[config.mk]
export PLATFORM = sky130hd
export DESIGN_NAME = nanorv32_rf_wb_arbiter
export DESIGN_NICKNAME = d
export VERILOG_FILES = /design/src/rtl/nanorv32_rf_wb_arbiter_pkg.sv /design/src/rtl/nanorv32_rr_pick.sv /design/src/rtl/nanorv32_rf_wb_arbiter.sv
export SDC_FILE = /design/constraint.sdc
export NUM_CORES = 1
export LEC_CHECK = 0
export BUFFER_PORTS_ARGS = -buffer_cell sky130_fd_sc_hd__buf_4
export CAP_MARGIN = 20
export CORE_MARGIN = 2
export CORE_UTILIZATION = 45
export DETAILED_ROUTE_END_ITERATION = 6
export GPL_TIMING_DRIVEN = 0
export PLACE_DENSITY = 0.77
export SYNTH_ARGS = -nofsm -noshare
export SYNTH_HDL_FRONTEND = slang
export SYNTH_SLANG_ARGS = --single-unit
[constraint.sdc]
create_clock -name clk -period 5.2 [get_ports clk]
set_clock_uncertainty 0.2 [all_clocks]
set_input_delay 0.52 -clock clk [delete_from_list [all_inputs] [get_ports clk]]
set_output_delay 0.52 -clock clk [all_outputs]
set_load 0.02 [all_outputs]
[src/rtl/nanorv32_rf_wb_arbiter_pkg.sv]
// Shared constants for the register-file write-back arbiter.
// Requester indices and the x0 write classification helpers.
package nanorv32_rf_wb_arbiter_pkg;

  localparam int WB_REQ_ALU  = 0;
  localparam int WB_REQ_LSU  = 1;
  localparam int WB_REQ_UROM = 2;
  localparam int WB_SEL_W    = 5;

  function automatic logic wb_null(input logic is_x0, input logic hid);
    return is_x0 & ~hid;
  endfunction

  function automatic logic wb_hid_x0(input logic is_x0, input logic hid);
    return is_x0 & hid;
  endfunction

endpackage

[src/rtl/nanorv32_rr_pick.sv]
// Round-robin picker: one-hot first unmasked request at or
// after the start pointer, scanning upward modulo N.
module nanorv32_rr_pick #(
  parameter int N  = 3,
  parameter int PW = 2
) (
  input  logic [N-1:0]  req_i,
  input  logic [PW-1:0] ptr_i,
  input  logic [N-1:0]  mask_i,
  output logic [N-1:0]  gnt_o,
  output logic          found_o
);

  logic [N-1:0] elig;

  always_comb begin
    elig    = req_i & ~mask_i;
    gnt_o   = '0;
    found_o = 1'b0;
    for (int k = 0; k < N; k++) begin
      for (int i = 0; i < N; i++) begin
        if (!found_o && elig[i] &&
            ((i + N - int'(ptr_i)) % N) == k) begin
          gnt_o[i] = 1'b1;
          found_o  = 1'b1;
        end
      end
    end
  end

endmodule

[src/rtl/nanorv32_rf_wb_arbiter.sv]
// Dual-port register-file write-back arbiter with round-robin
// grants, x0 filtering and same-register conflict suppression.
module nanorv32_rf_wb_arbiter
  import nanorv32_rf_wb_arbiter_pkg::*;
#(
  parameter int N_REQ    = 3,
  parameter int NUM_REGS = 32,
  parameter int DATA_W   = 32
) (
  input  logic                                 clk,
  input  logic                                 rst,
  input  logic                                 wb_hold,
  input  logic [N_REQ-1:0]                     req_valid,
  input  logic [N_REQ*$clog2(NUM_REGS)-1:0]    req_sel,
  input  logic [N_REQ*DATA_W-1:0]              req_data,
  input  logic [N_REQ-1:0]                     req_hidden,
  output logic [N_REQ-1:0]                     req_ready,
  output logic [$clog2(NUM_REGS)-1:0]          sel_rd,
  output logic [DATA_W-1:0]                    rd,
  output logic                                 write_rd,
  output logic [$clog2(NUM_REGS)-1:0]          sel_rd2,
  output logic [DATA_W-1:0]                    rd2,
  output logic                                 write_rd2,
  output logic                                 wb_hidden_x0,
  output logic [$clog2(N_REQ)-1:0]             rr_ptr_o
);

  localparam int SW = $clog2(NUM_REGS);
  localparam int PW = $clog2(N_REQ);

  logic [N_REQ-1:0]  elig, no_mask, mask2, gnt1, gnt2;
  logic              found1, found2;
  logic [SW-1:0]     sel1, sel2;
  logic [DATA_W-1:0] dat1, dat2;
  logic              hid1, hid2;
  logic [PW-1:0]     last_idx;

  logic [PW-1:0]     rr_ptr_q, rr_ptr_d;
  logic [SW-1:0]     sel_rd_q, sel_rd_d, sel_rd2_q, sel_rd2_d;
  logic [DATA_W-1:0] rd_q, rd_d, rd2_q, rd2_d;
  logic              write_rd_q, write_rd_d;
  logic              write_rd2_q, write_rd2_d;
  logic              hid_x0_q, hid_x0_d;

  assign elig    = wb_hold ? '0 : req_valid;
  assign no_mask = '0;

  nanorv32_rr_pick #(.N(N_REQ), .PW(PW)) u_pick1 (
    .req_i   (elig),
    .ptr_i   (rr_ptr_q),
    .mask_i  (no_mask),
    .gnt_o   (gnt1),
    .found_o (found1)
  );

  always_comb begin
    sel1 = '0;
    dat1 = '0;
    hid1 = 1'b0;
    for (int i = 0; i < N_REQ; i++) begin
      if (gnt1[i]) begin
        sel1 = req_sel[i*SW +: SW];
        dat1 = req_data[i*DATA_W +: DATA_W];
        hid1 = req_hidden[i];
      end
    end
  end

  // Port 2 may not reuse port 1's register, nor a second hidden x0.
  always_comb begin
    mask2 = gnt1;
    for (int i = 0; i < N_REQ; i++) begin
      if (found1 && req_sel[i*SW +: SW] == sel1)
        mask2[i] = 1'b1;
      if (found1 && wb_hid_x0(sel1 == '0, hid1) &&
          wb_hid_x0(req_sel[i*SW +: SW] == '0, req_hidden[i]))
        mask2[i] = 1'b1;
    end
  end

  nanorv32_rr_pick #(.N(N_REQ), .PW(PW)) u_pick2 (
    .req_i   (elig),
    .ptr_i   (rr_ptr_q),
    .mask_i  (mask2),
    .gnt_o   (gnt2),
    .found_o (found2)
  );

  always_comb begin
    sel2     = '0;
    dat2     = '0;
    hid2     = 1'b0;
    last_idx = '0;
    for (int i = 0; i < N_REQ; i++) begin
      if (gnt2[i]) begin
        sel2 = req_sel[i*SW +: SW];
        dat2 = req_data[i*DATA_W +: DATA_W];
        hid2 = req_hidden[i];
      end
      if (found2 ? gnt2[i] : gnt1[i])
        last_idx = PW'(i);
    end
  end

  assign req_ready = gnt1 | gnt2;

  always_comb begin
    rr_ptr_d = rr_ptr_q;
    if (found1)
      rr_ptr_d = (int'(last_idx) == N_REQ - 1) ? '0
               : PW'(last_idx + 1'b1);
    sel_rd_d    = sel1;
    rd_d        = dat1;
    write_rd_d  = found1 & ~wb_null(sel1 == '0, hid1);
    sel_rd2_d   = sel2;
    rd2_d       = dat2;
    write_rd2_d = found2 & ~wb_null(sel2 == '0, hid2);
    hid_x0_d    = (found1 & wb_hid_x0(sel1 == '0, hid1)) |
                  (found2 & wb_hid_x0(sel2 == '0, hid2));
  end

  always_ff @(posedge clk) begin
    if (rst) begin
      rr_ptr_q    <= '0;
      sel_rd_q    <= '0;
      rd_q        <= '0;
      write_rd_q  <= 1'b0;
      sel_rd2_q   <= '0;
      rd2_q       <= '0;
      write_rd2_q <= 1'b0;
      hid_x0_q    <= 1'b0;
    end else begin
      rr_ptr_q    <= rr_ptr_d;
      sel_rd_q    <= sel_rd_d;
      rd_q        <= rd_d;
      write_rd_q  <= write_rd_d;
      sel_rd2_q   <= sel_rd2_d;
      rd2_q       <= rd2_d;
      write_rd2_q <= write_rd2_d;
      hid_x0_q    <= hid_x0_d;
    end
  end

  assign rr_ptr_o     = rr_ptr_q;
  assign sel_rd       = sel_rd_q;
  assign rd           = rd_q;
  assign write_rd     = write_rd_q;
  assign sel_rd2      = sel_rd2_q;
  assign rd2          = rd2_q;
  assign write_rd2    = write_rd2_q;
  assign wb_hidden_x0 = hid_x0_q;

endmodule

==> flow_summary.json, run 1 <==
{
  "total_leakage_power_nw": 2.54,
  "relSlewSlack_pct": 21.8,
  "groute.usage.overall_pct": 32.3,
  "final_layout_size_suffix_gt1_share_pct": 40.1,
  "worstMarginPinSlew_ns": 1.16,
  "worst_setup_path_start_kind": "flip-flop",
  "synthSimpleGateAreaFrac_pct": 18.8,
  "layoutNonFillerInstCount": 739,
  "placement_rows": 33,
  "grt_start_max_net_pins": 20,
  "synthAdderAreaFrac_pct": 0.990,
  "crit_path_cell_trace": "inv_1 > ha_1 > buf_2 > a22o_1 > or4_1 > a41o_1 > or4_4 > or4_1 > a211oi_4 > buf_6 > or2_2 > buf_4",
  "layout.cells.most_common": "buf_4",
  "power.switching_fraction_pct": 36.6,
  "overall_via_count_from_detail_route": 4776,
  "cellPowerDensity_nw_per_um2": 332,
  "cts.clk_slew.worst_paths_ns": 0.09,
  "seq_power_share_pct": 36.2,
  "utilization_pct": 70.4,
  "clkLatencyLatePin_ns": 0.35,
  "final_hold_violation_count": 0,
  "synth_flop_cell": "dfxtp_1",
  "reg2reg_to": "write_rd2",
  "iteration_0_drc_markers": 782,
  "drt_first_pass_iters": 7,
  "syn2layout_area_growth_pct": 51.7,
  "gp_congestion": 0.914,
  "post_drt_wl_per_cell_um": 21.3,
  "fmax_mhz": 199,
  "finalWorstPathRequiredPeriod_ns": 5.03,
  "status": "complete, but fails checks",
  "initial_core_util_pct": 46.4,
  "critical_path_required_ns": 4.48,
  "finalCritPeriodShare_pct": 96.7,
  "setup.worst_path.end_class": "primary output",
  "intPower_mw": 1.21,
  "dominant_combinational_cell_family_by_area_after_synthesis": "compound AO/OA/AOI/OAI gates",
  "crit_type": "flip-flop to primary output",
  "pwr-share-clk_pct": 24.9,
  "post_syn_area_um2": 3790,
  "setup.reg_to_reg.worst_slack_ns": 0.44,
  "timing.rr.start": "rr_ptr_o[0]",
  "dpl.cell_count": 717,
  "syn-mean-instance-area_um2": 9.14,
  "fin_tns_setup_ns": 0,
  "min_path_cells": 3,
  "async_reset_ff_share_pct": 0,
  "drv_cap": 0,
  "rsz0062_at_grt": "no",
  "num_antenna_cells": 0,
  "worst_path_largest_cell_delay_ns": 0.63,
  "design.final.nets": 752,
  "core_box_area_um2": 8180,
  "crit_fanout": 10,
  "number_of_cell_instances_on_the_worst_register_to_register_path": 17,
  "cts-buffers-inserted": 9,
  "die_w_um": 95.8,
  "route.detailed.vias_per_inst": 6.46,
  "number_of_global_route_vias_before_repair": 4237,
  "global_route_wire_length_before_repair_um": 22500,
  "detail_route.wirelength_um": 15700,
  "highest_ir_drop_seen_on_vdd_uv": 167,
  "crit_arrival_ns": 4.31,
  "synth_edf_count": 0,
  "mostFrequentLayoutCells": "207 x buf_4, 84 x nor2_1, 79 x dfxtp_1, 67 x a222oi_1, 21 x clkbuf_1",
  "report.final.setup_viol": 0,
  "fill_cells": 666,
  "cp_common_cell": "or4_1",
  "synth_sequential_area_ratio_pct": 41.7,
  "post-dp-hpwl_um": 11600,
  "remaining_drc_errors": 55,
  "synthXorXnorAreaFrac_pct": 1.62,
  "share_comb_of_total_power_pct": 38.8,
  "clkSinkCount": 79,
  "placement.io_buffers": 196,
  "yosys_warnings": 0,
  "root_buffer": "clkbuf_8",
  "hold_end": "rd2[31]",
  "synth.lib_cells_used.distinct": 60,
  "grt.overflow.total": 0,
  "sequential_cell_area_um2": 1580,
  "min_path_type": "input pin to flip-flop",
  "area_occupied_by_multi_input_gates_um2": 2090,
  "ctsLongestPathBuffers": 2,
  "cts_tree": "built",
  "die-height_um": 95.8,
  "ios": 202,
  "switching_power_of_the_nets_mw": 0.698,
  "overall_die_area_um2": 9170,
  "antenna_violating_nets_post_route": 0,
  "max_stage_delay_cell_worst_path": "or4_1",
  "holdCritStartpoint": "req_data[31]",
  "synthesis.instances": 415,
  "final_max_slew_viol_count": 0,
  "cts_htree_levels": 3,
  "synth-compound-area-share_pct": 31.7,
  "grt_antenna_before_repair": 0,
  "postSynthNetCount": 538,
  "failing_checks": "design-rule violations",
  "postSynthRegisterBits": 79,
  "portion_of_netlist_area_occupied_by_mux_cells_pct": 0
}
-- cell type report --
cell class / count / area share (%)
multi-input cells: 288 / 36.3
flip-flops and latches: 79 / 27.5
repair buffers: 206 / 26.8
plain buffers: 38 / 3.02
well taps: 105 / 2.28
clock buffers: 9 / 2.15
clock inverters: 7 / 1.41
inverters: 7 / 0.457
-- worst max-delay path: cells and delay by family, from the launching register on --
kind / cells / cell delay [ns]
compound gates: 3 / 0.83
fa+ha+maj: 1 / 0.31
buf+inv: 4 / 0.58
flops: 1 / 0.42
simple gates: 4 / 1.82
-- what timing repair did --
item | 4_1_cts | 5_1_grt
setup buffers | 5 | 4
setup endpoints to repair | 5 | 21
gates resized for setup | 11 | 13
hold buffers | 0 | 0
pin swaps | 3 | 4
-- worst max-delay path by stage --
stage,slack [ns],startpoint,to,cells past startpoint
4_1_cts,0.02,rr_ptr_o[0],req_ready[0],14
6_report,0.17,rr_ptr_o[0],req_ready[0],12
3_5_place_dp,-0.44,rr_ptr_o[0],req_ready[2],15
2_1_floorplan,0.58,rr_ptr_o[0],req_ready[1],13
3_3_place_gp,-0.53,rr_ptr_o[0],req_ready[2],13
5_1_grt,0.01,rr_ptr_o[0],req_ready[2],13
-- kinds of logic after synthesis --
group / count (synthesis)
compound gates: 136
xor+xnor: 7
fa+ha+maj: 3
buf+inv: 48
flops: 79
simple gates: 142
-- power groups by stage --
stage,Clock [mW],Combinational [mW],Sequential (mW)
global route,0.510,0.789,0.697
detailed placement,0,0.691,0.705
finish,0.476,0.741,0.692
floorplan,0,0.318,0.784
global placement,0,0.688,0.704
CTS,0.481,0.709,0.691
-- cells in the mapped netlist, types with 2 or more instances --
cell type | number | area share [%]
buf_1 | 6 | 0.59
nor3b_1 | 2 | 0.40
nand3b_1 | 2 | 0.40
nor3_1 | 3 | 0.40
inv_1 | 7 | 0.69
a22o_1 | 8 | 1.8
and2_1 | 3 | 0.50
buf_2 | 7 | 0.92
o21ai_1 | 2 | 0.26
a222oi_1 | 67 | 18
a211oi_2 | 2 | 0.66
o21ai_0 | 9 | 1.2
a21oi_1 | 14 | 1.8
dfxtp_1 | 79 | 42
a221o_1 | 2 | 0.53
xor2_1 | 2 | 0.46
nor2_1 | 84 | 8.3
nand3_1 | 4 | 0.53
nand2b_1 | 8 | 1.3
nor4_1 | 2 | 0.33
and3_1 | 3 | 0.50
a221oi_1 | 3 | 0.69
a32oi_1 | 2 | 0.46
xnor2_1 | 5 | 1.2
nor4b_1 | 3 | 0.69
buf_4 | 2 | 0.40
a22oi_1 | 2 | 0.40
ha_1 | 3 | 0.99
a211oi_1 | 5 | 0.99
a2111oi_0 | 2 | 0.46
or4_1 | 7 | 1.4
a31oi_1 | 2 | 0.33
clkbuf_1 | 26 | 2.6
or2_2 | 3 | 0.50
nand2_1 | 9 | 0.89
-- stage by stage --
stage | worst slack [ns] | cell area (um2) | total power, mW | hold WS, ns
global route | 0.0120 | 5750 | 2.00 | 0.214
floorplan | 0.582 | 3790 | 1.10 | 0.457
detailed placement | -0.438 | 5400 | 1.40 | 0.414
finish | 0.172 | 5750 | 1.91 | 0.215
CTS | 0.0195 | 5680 | 1.88 | 0.204
global placement | -0.531 | 5390 | 1.39 | 0.413
-- metal layers --
metal  GRT usage [%]  wire length, um
met5               0                0
met4            14.6              547
met3            9.48             1810
met2            48.5             7210
met1            42.6             6170
-- flip-flops by register name, indices dropped and copies added, names as in the netlist --
name	flops
rd	32
write_rd2	1
sel_rd2	5
sel_rd	5
wb_hidden_x0	1
rd2	32
write_rd	1
rr_ptr_o	2
(Power assumes the default switching activity.)
==> run 2: changes to the inputs <==
==> constraint.sdc (replaced) <==
create_clock -name clk -period 5.2 [get_ports clk]
set_clock_uncertainty 0.2 [all_clocks]
set_input_delay 0.78 -clock clk [delete_from_list [all_inputs] [get_ports clk]]
set_output_delay 0.78 -clock clk [all_outputs]
set_load 0.02 [all_outputs]
==> run 2 against run 1 <==
The flow still finishes with violations (design-rule violations). Routed wire length about the same. Fmax fell by 1.1%. Via count down 0.69%. Count of clock-buffer cells in the layout unchanged. Worst hold slack gained 0.22 ns. Sequential power barely moved. First-iteration DRC count shrank 0.90%. Global-route usage rose by 0.20 points. Combinational power grew 2%. Non-clock buffer count is 2 higher. Total power is 0.88% higher. Die area is the same. Critical endpoint unchanged. Largest power group unchanged.
==> flow_summary.json, run 2 (synthesized netlist as in run 1, its figures left out) <==
{
  "overall_via_count_from_detail_route": 4743,
  "cts-buffers-inserted": 9,
  "final_layout_size_suffix_gt1_share_pct": 40.9,
  "initial_core_util_pct": 46.4,
  "syn2layout_area_growth_pct": 53.0,
  "rsz0062_at_grt": "no",
  "grt_start_max_net_pins": 20,
  "area_post_placement_um2": 5400,
  "design.final.nets": 754,
  "mostFrequentLayoutCells": "210 x buf_4, 84 x nor2_1, 78 x dfxtp_1, 67 x a222oi_1, 21 x clkbuf_1",
  "crit_type": "flip-flop to primary output",
  "share_comb_of_total_power_pct": 39.2,
  "min_path_type": "flip-flop to flip-flop",
  "cp_common_cell": "or4_4",
  "num_antenna_cells": 0,
  "post_cts_hold_buffer_count": 0,
  "gp_congestion": 0.914,
  "clkSinkCount": 79,
  "overall_die_area_um2": 9170,
  "fmax_mhz": 197,
  "number_of_global_route_vias_before_repair": 4249,
  "worst_path_largest_cell_delay_ns": 0.57,
  "antenna_violating_nets_post_route": 0,
  "clkLatencyLatePin_ns": 0.36,
  "total_leakage_power_nw": 2.56,
  "final_hold_violation_count": 0,
  "crit_path_cell_trace": "inv_1 > ha_1 > buf_4 > a22o_4 > or4_4 > a41o_1 > or4_4 > or4_4 > a211oi_4 > buf_6 > or2_2 > buf_4",
  "global_route_wire_length_before_repair_um": 22600,
  "die-height_um": 95.8,
  "drt_first_pass_iters": 7,
  "route.detailed.vias_per_inst": 6.40,
  "cts_tree": "built",
  "core_box_area_um2": 8180,
  "finalWorstPathRequiredPeriod_ns": 5.09,
  "iteration_0_drc_markers": 775,
  "grt_antenna_before_repair": 0,
  "root_buffer": "clkbuf_8",
  "remaining_drc_errors": 12,
  "cts.clk_slew.worst_paths_ns": 0.09,
  "placement_rows": 33,
  "critical_path_required_ns": 4.22,
  "intPower_mw": 1.22,
  "cellPowerDensity_nw_per_um2": 332,
  "highest_ir_drop_seen_on_vdd_uv": 164,
  "ios": 202,
  "post-dp-hpwl_um": 11600,
  "placement.io_buffers": 196,
  "crit_arrival_ns": 4.11,
  "groute.usage.overall_pct": 32.5,
  "post_drt_wl_per_cell_um": 21.2,
  "relSlewSlack_pct": 24.0,
  "max_stage_delay_cell_worst_path": "or4_4",
  "failing_checks": "design-rule violations",
  "crit_fanout": 10,
  "setup.worst_path.end_class": "primary output",
  "final_max_slew_viol_count": 0,
  "drv_cap": 0,
  "fin_tns_setup_ns": 0,
  "grt.overflow.total": 0,
  "layout.cell_area.non_filler_um2": 5800,
  "power.switching_fraction_pct": 36.6,
  "report.final.setup_viol": 0,
  "worst_setup_path_start_kind": "flip-flop",
  "status": "complete, but fails checks",
  "ctsLongestPathBuffers": 2,
  "layout.cells.most_common": "buf_4",
  "pwr-share-clk_pct": 24.8,
  "die_w_um": 95.8,
  "switching_power_of_the_nets_mw": 0.705,
  "preCtsSetupSlack_ns": -0.698,
  "setup_ws_ns": 0.114,
  "detail_route.wirelength_um": 15700,
  "worstMarginPinSlew_ns": 1.13,
  "setup.reg_to_reg.worst_slack_ns": 0.49,
  "finalCritPeriodShare_pct": 97.8,
  "seq_power_share_pct": 35.9,
  "cts_htree_levels": 3
}
## run 2: changes by cell type in the layout (fill, tap and decap cells not counted), sizes merged
cell,change
buf,+2
## run 2: path summary, 6_finish.rpt
check | from | endpoint | cells past startpoint
worst max-delay path | rr_ptr_o[0] | req_ready[0] | 12
worst min-delay path | rr_ptr_o[1] | rr_ptr_o[1] | 2
worst max register to register | rr_ptr_o[0] | write_rd2 | 17
worst min register to register | rr_ptr_o[1] | rr_ptr_o[1] | 2
## run 2: timing repair
action                                  in CTS  in global routing
buffers inserted                             8                  3
pin swaps                                    3                  4
endpoints found under the setup margin       5                  3
gates resized for setup                     16                 13
## run 2: layout make-up
cell class                      instances  area [um2]
Timing Repair Buffer                  208        1560
Fill cell                             655        2380
Inverter                                7        26.3
Clock buffer                            9         124
Clock inverter                          7        81.3
Sequential cell                        79        1580
Multi-Input combinational cell        288        2120
Buffer                                 38         176
Tap cell                              105         131
## run 2: power by group through the flow
stage / sequential (mW) / clock, mW / combinational (mW)
floorplan: 0.784 / 0 / 0.318
global placement: 0.704 / 0 / 0.688
detailed placement: 0.705 / 0 / 0.691
CTS: 0.692 / 0.481 / 0.714
global route: 0.698 / 0.510 / 0.805
finish: 0.692 / 0.478 / 0.755
## run 2: worst max-delay path: cells and delay by family, from the launching register on
family | cells | cell delay, ns
AND/OR/NAND/NOR | 4 | 1.73
AO/OA/AOI/OAI | 3 | 0.80
buffers and inverters | 4 | 0.53
flip-flops | 1 | 0.38
adder cells (fa/ha/maj) | 1 | 0.31
## run 2: stage by stage
stage | util [%] | hold slack (ns) | instances | total power [mW]
after floorplan | - | 0.485 | 415 | 1.10
after global placement | 66.0 | 0.413 | 716 | 1.39
after detailed placement | 66.0 | 0.414 | 717 | 1.40
after CTS | 69.8 | 0.449 | 738 | 1.89
after global routing | 70.9 | 0.474 | 741 | 2.01
final | 70.9 | 0.440 | 741 | 1.93
## run 2: layer usage
metal  wire (um)  global-route usage [%]
met1        6270                    42.8
met4         667                    14.9
met5           0                       0
met3        1770                    9.71
met2        7020                    48.7
